$ cat src/rtl/mips_pkg.sv
// Shared types for the multi-cycle datapath: shift modes and shifter FSM states.
package mips_pkg;

    // Shift operation selected by the 2-bit modo field
    typedef enum logic [1:0] {
        MODO_SLL = 2'b00,
        MODO_SRL = 2'b01,
        MODO_SRA = 2'b10,
        MODO_ROL = 2'b11
    } modo_t;

    // Sequential shifter control states
    typedef enum logic [1:0] {
        OCIOSO  = 2'b00,
        DESLOCA = 2'b01,
        FIM     = 2'b10
    } estado_t;

    // Bits to shift this step: the remaining amount, capped at the per-cycle step
    function automatic int passo_k(input int restante, input int passo);
        return (restante > passo) ? passo : restante;
    endfunction

endpackage

$ cat src/rtl/deslocador_passo.sv
// Single-step combinational shifter: shifts acc by k (0..STEP) according to modo.
// Rotate-left for modo=11 is only built when DESLOCADOR_ROTATE_EN is defined;
// otherwise modo=11 falls through to SLL.
module deslocador_passo
    import mips_pkg::*;
#(
    parameter int WIDTH = 32,
    parameter int STEP  = 4,
    parameter int K_W   = $clog2(STEP + 1)
) (
    input  logic [WIDTH-1:0] acc,
    input  logic [K_W-1:0]   k,
    input  modo_t            modo,
    output logic [WIDTH-1:0] acc_prox
);

    logic [K_W-1:0] k_lim;

    // Clamp the step amount so a bad k can never exceed the step size
    always_comb begin
        k_lim = k;
        if (int'(k) > STEP) begin
            k_lim = K_W'(STEP);
        end
    end

    // Apply one shift step; SRA replicates the current sign bit of acc
    always_comb begin
        acc_prox = acc << k_lim;
        case (modo)
            MODO_SRL: acc_prox = acc >> k_lim;
            MODO_SRA: acc_prox = $signed(acc) >>> k_lim;
`ifdef DESLOCADOR_ROTATE_EN
            // k_lim=0 shifts right by WIDTH, which yields zero, leaving acc intact
            MODO_ROL: acc_prox = (acc << k_lim) | (acc >> (WIDTH - int'(k_lim)));
`endif
            default:  acc_prox = acc << k_lim;
        endcase
    end

endmodule

$ cat src/rtl/deslocador_seq.sv
// Multi-cycle shifter with start/done handshake; shifts at most STEP bits per cycle.
// Optional rotate-left mode (modo=11) enabled by macro DESLOCADOR_ROTATE_EN.
module deslocador_seq
    import mips_pkg::*;
#(
    parameter int WIDTH   = 32,
    parameter int STEP    = 4,
    parameter int SHAMT_W = $clog2(WIDTH)
) (
    input  logic               clock,
    input  logic               reset,
    input  logic               inicio,
    input  logic [WIDTH-1:0]   entrada,
    input  logic [SHAMT_W-1:0] shamt,
    input  logic [1:0]         modo,
    output logic [WIDTH-1:0]   saida,
    output logic               ocupado,
    output logic               pronto
);

    localparam int K_W = $clog2(STEP + 1);

    estado_t            estado;
    logic [WIDTH-1:0]   acc;
    logic [SHAMT_W-1:0] rem;
    modo_t              modo_r;
    logic [K_W-1:0]     k;
    logic [WIDTH-1:0]   acc_prox;
    logic               ultimo;

    // Step size for this cycle and last-step detection
    always_comb begin
        k      = K_W'(passo_k(int'(rem), STEP));
        ultimo = (int'(rem) <= STEP);
    end

    deslocador_passo #(
        .WIDTH (WIDTH),
        .STEP  (STEP),
        .K_W   (K_W)
    ) u_passo (
        .acc      (acc),
        .k        (k),
        .modo     (modo_r),
        .acc_prox (acc_prox)
    );

    // Control FSM with registered outputs; saida only updates on the last step
    always_ff @(posedge clock or negedge reset) begin
        if (!reset) begin
            estado  <= OCIOSO;
            acc     <= '0;
            rem     <= '0;
            modo_r  <= MODO_SLL;
            saida   <= '0;
            ocupado <= 1'b0;
            pronto  <= 1'b0;
        end else begin
            pronto <= 1'b0;
            case (estado)
                OCIOSO: begin
                    if (inicio) begin
                        acc     <= entrada;
                        rem     <= shamt;
                        modo_r  <= modo_t'(modo);
                        ocupado <= 1'b1;
                        estado  <= DESLOCA;
                    end
                end
                DESLOCA: begin
                    acc <= acc_prox;
                    rem <= rem - SHAMT_W'(k);
                    if (ultimo) begin
                        saida  <= acc_prox;
                        estado <= FIM;
                    end
                end
                FIM: begin
                    pronto  <= 1'b1;
                    ocupado <= 1'b0;
                    estado  <= OCIOSO;
                end
                default: begin
                    ocupado <= 1'b0;
                    estado  <= OCIOSO;
                end
            endcase
        end
    end

endmodule

$ cat config.mk
export PLATFORM = sky130hd
export DESIGN_NAME = deslocador_seq
export DESIGN_NICKNAME = d
export VERILOG_FILES = /design/src/rtl/mips_pkg.sv /design/src/rtl/deslocador_passo.sv /design/src/rtl/deslocador_seq.sv
export SDC_FILE = /design/constraint.sdc
export NUM_CORES = 1
export LEC_CHECK = 0
export ABC_AREA = 1
export ABC_CLOCK_PERIOD_IN_PS = 2200
export BUFFER_PORTS_ARGS = -buffer_cell sky130_fd_sc_hd__buf_2
export CELL_PAD_IN_SITES_DETAIL_PLACEMENT = 0
export CELL_PAD_IN_SITES_GLOBAL_PLACEMENT = 1
export CORE_MARGIN = 2
export CORE_UTILIZATION = 37
export CTS_BUF_LIST = sky130_fd_sc_hd__clkbuf_16
export CTS_CLUSTER_SIZE = 8
export DETAILED_ROUTE_END_ITERATION = 10
export GPL_ROUTABILITY_DRIVEN = 1
export PLACE_DENSITY_LB_ADDON = 0.1
export REMOVE_ABC_BUFFERS = 1
export SLEW_MARGIN = 10
export SYNTH_ARGS = -nofsm -noshare
export SYNTH_HDL_FRONTEND = slang
export SYNTH_HIERARCHICAL = 1
export SYNTH_SLANG_ARGS = --single-unit
$ cat constraint.sdc
create_clock -name clock -period 2.2 [get_ports clock]
set_clock_uncertainty 0.15 [all_clocks]
set_input_delay 0.22 -clock clock [delete_from_list [all_inputs] [get_ports clock]]
set_output_delay 0.22 -clock clock [all_outputs]
set_load 0.1 [all_outputs]
==> reports/results.tsv <==
metric	value	unit
GRT Total Usage	24.82	%
routed via count	6627	
Synth Register Bits	75	
Finished Core Util	55.29	%
failing checks	negative setup slack	
first-pass GRT wire length	32100	um
Yosys top cell area share	33.38	%
Psw	0.007881	W
Root Driver	clkbuf_16	
Placer Congestion	0.9181	
# rows	45	
ant diodes	0	
sw frac	57.28	%
total grt overflow	0	
layout cells sized above 1	36.17	%
die width	127.3	um
CP Data Required Time	2320	ps
Gate Count Post-Synth	918	
P_int	0.005877	W
Hold Vio Cnt, Final	0	
H-tree Lvls	3	
DRT antenna net count	0	
setup ws final	-13.77	ps
placed cell count	1207	
largest cells by area after synthesis	dfrtp_1, nand2_1, nand3_1, nor2_1, inv_1	
Hold Path Class	in2reg	
CTS max path bufs	2	
Final Routed Wirelength	20250	um
TritonCTS Buffers	9	
wire length per cell	16.10	um
crit path DAT	2330	ps
Via density	5.268	
Fmax	451.7	MHz
Worst setup SP type	register	
Crit Path Category	reg2reg	
share of synthesized flip-flops with an asynchronous set or reset	100.0	%
sequential fraction of the synthesis area	33.38	%
Pleak	4.168	nW
commonest non-fill, non-tap cell in the layout	nand2_1	
Min Clock Period, post-route	2214	ps
num ports	76	
die height	127.3	um
setup tns final	-37.25	ps
CP Max Fanout	8	
DRT Pass-1 Iters	5	
TritonCTS clock tree	done	
Comb pwr share	71.0	%
Final Non-Filler Cells	1258	
synth unique cells	26	
Initial DRC Count	570	
synthesized cell area	0.005623	mm^2
most frequent cells in the layout	nand2_1, nand3_1, nand3_2, dfrtp_1, buf_2	
initial antenna violation count	0	
max-cap check violation count	0	
YS warnings	6	
Placeable Area	0.01503	mm^2
hold_ws	3.736	ps
fin. max-slew vios	0	
top cell type by total area after synthesis	dfrtp_1	
sequential power share	19.4	%
relative slew slack	53.51	%
Finished Cell Area	0.008312	mm^2
HPWL Detailed	13420	um
final setup vio count	6	
Primary FF master, synth	dfrtp_1	
Area growth, synth to finish	47.82	%
largest net degree at the start of global routing	40	
clock transition at the registers of the reported paths	60	ps
DRC viols	0	
Port-buffer cells	75	
status	finished with violations	
Clk Latency, worst-skew pair	350	ps
CP endpoint kind	register	
PD cells	1655	mW/mm^2
Final Cycle Share	100.6	%
Worst Tran Pin Value	696.4	ps
clock group share of total power	9.7	%
Post-synth EDFFs	0	
fin nets	1112	
Starting Density	37.40	%
vias in the first global route	6338	
RSZ-0062 raised after global routing	true	
DP Area	0.006655	mm^2
Die ar.	0.01620	mm^2
Peak VDD IR	0.8642	mV
clock sink total	75	
Synth Area per Inst	6.125	um^2
[what timing repair did]
action                                  4_1_cts  5_1_grt
gates cloned                                  2        3
endpoints found under the setup margin       40       64
pin swaps                                    29       78
hold buffers                                 22        0
hold endpoints to repair                     58        0
buffers inserted                              7        3
gates resized for setup                      80      192
[registers in the layout, indices dropped and copies added, names as in the netlist]
signal and flops:
estado 2, acc 32, saida 32, modo_r 2, ocupado 1, rem 5, pronto 1
[power by group through the flow]
stage / sequential (W) / clock [W] / combinational (W)
after global routing: 0.00276 / 0.00142 / 0.0107
after floorplan: 0.00399 / 0 / 0.00428
after global placement: 0.00257 / 0 / 0.00839
final: 0.00266 / 0.00133 / 0.00976
after detailed placement: 0.00257 / 0 / 0.00837
after CTS: 0.00256 / 0.00137 / 0.00887
[Yosys cell counts (4+ instances only)]
library cell	instances
ha_1	4
nor2_1	65
a21oi_1	23
clkbuf_1	9
buf_6	4
buf_4	6
dfrtp_1	75
o21ai_1	43
o21ai_0	41
buf_2	29
inv_2	5
nand2_1	319
inv_1	58
nand3_1	216
[per-layer routing]
layer / wire length (um) / GRT usage (%) / vias to the layer above
met2: 9476 / 40.33 / 171
met1: 9723 / 34.80 / 3123
met3: 681 / 2.889 / 27
met4: 369 / 7.498 / 0
met5: 0 / 0 / -
li1: - / - / 3306
[final cells by class]
cell class	count	area [um^2]
clock buffers	9	225.2
clock inverters	6	26.28
fillers	1531	6721
inverters	66	256.5
multi-input cells	727	4110
flip-flops and latches	75	1877
well taps	188	235.2
repair buffers	187	1582
[kinds of logic after synthesis]
logic type,count (synthesis),share of synthesized area [%]
adder cells (fa/ha/maj),4,0.8901
other,2,0.1336
AO/OA/AOI/OAI,109,9.969
buffers and inverters,116,9.346
AND/OR/NAND/NOR,612,46.28
flip-flops,75,33.38
[critical path, stage by stage, from the launching register on]
cell and delay [ps]:
dfrtp_1 380, nor2_2 140, nand2_2 80, buf_6 140
buf_6 130, nor2_4 180, buf_12 150, buf_12 140
nand2_2 70, nand2_2 70, nand2_2 50, nand3_1 80
nand2_1 70, nand2_2 90, nor2_1 50, o21ai_1 150
[final timing paths]
check                      startpoint        end  slack, ps  cells after the start
setup / recovery               rem[3]    acc[27]        -10                     15
hold / removal               shamt[0]     rem[0]          4                      3
setup reg to reg               rem[3]    acc[27]        -10                     15
max in group asynchronous       reset     acc[7]       1070                      3
hold reg to reg             saida[21]  saida[21]        310                      2
min in group asynchronous       reset    acc[26]        250                      2
[metrics by stage]
step	power (W)	setup WS, ps
2_1_floorplan	0.008273	-2493
3_3_place_gp	0.01096	-69.99
3_5_place_dp	0.01094	-127.8
4_1_cts	0.01280	-25.87
5_1_grt	0.01486	-119.3
6_report	0.01376	-13.77
Power figures use the tool's default switching activity.
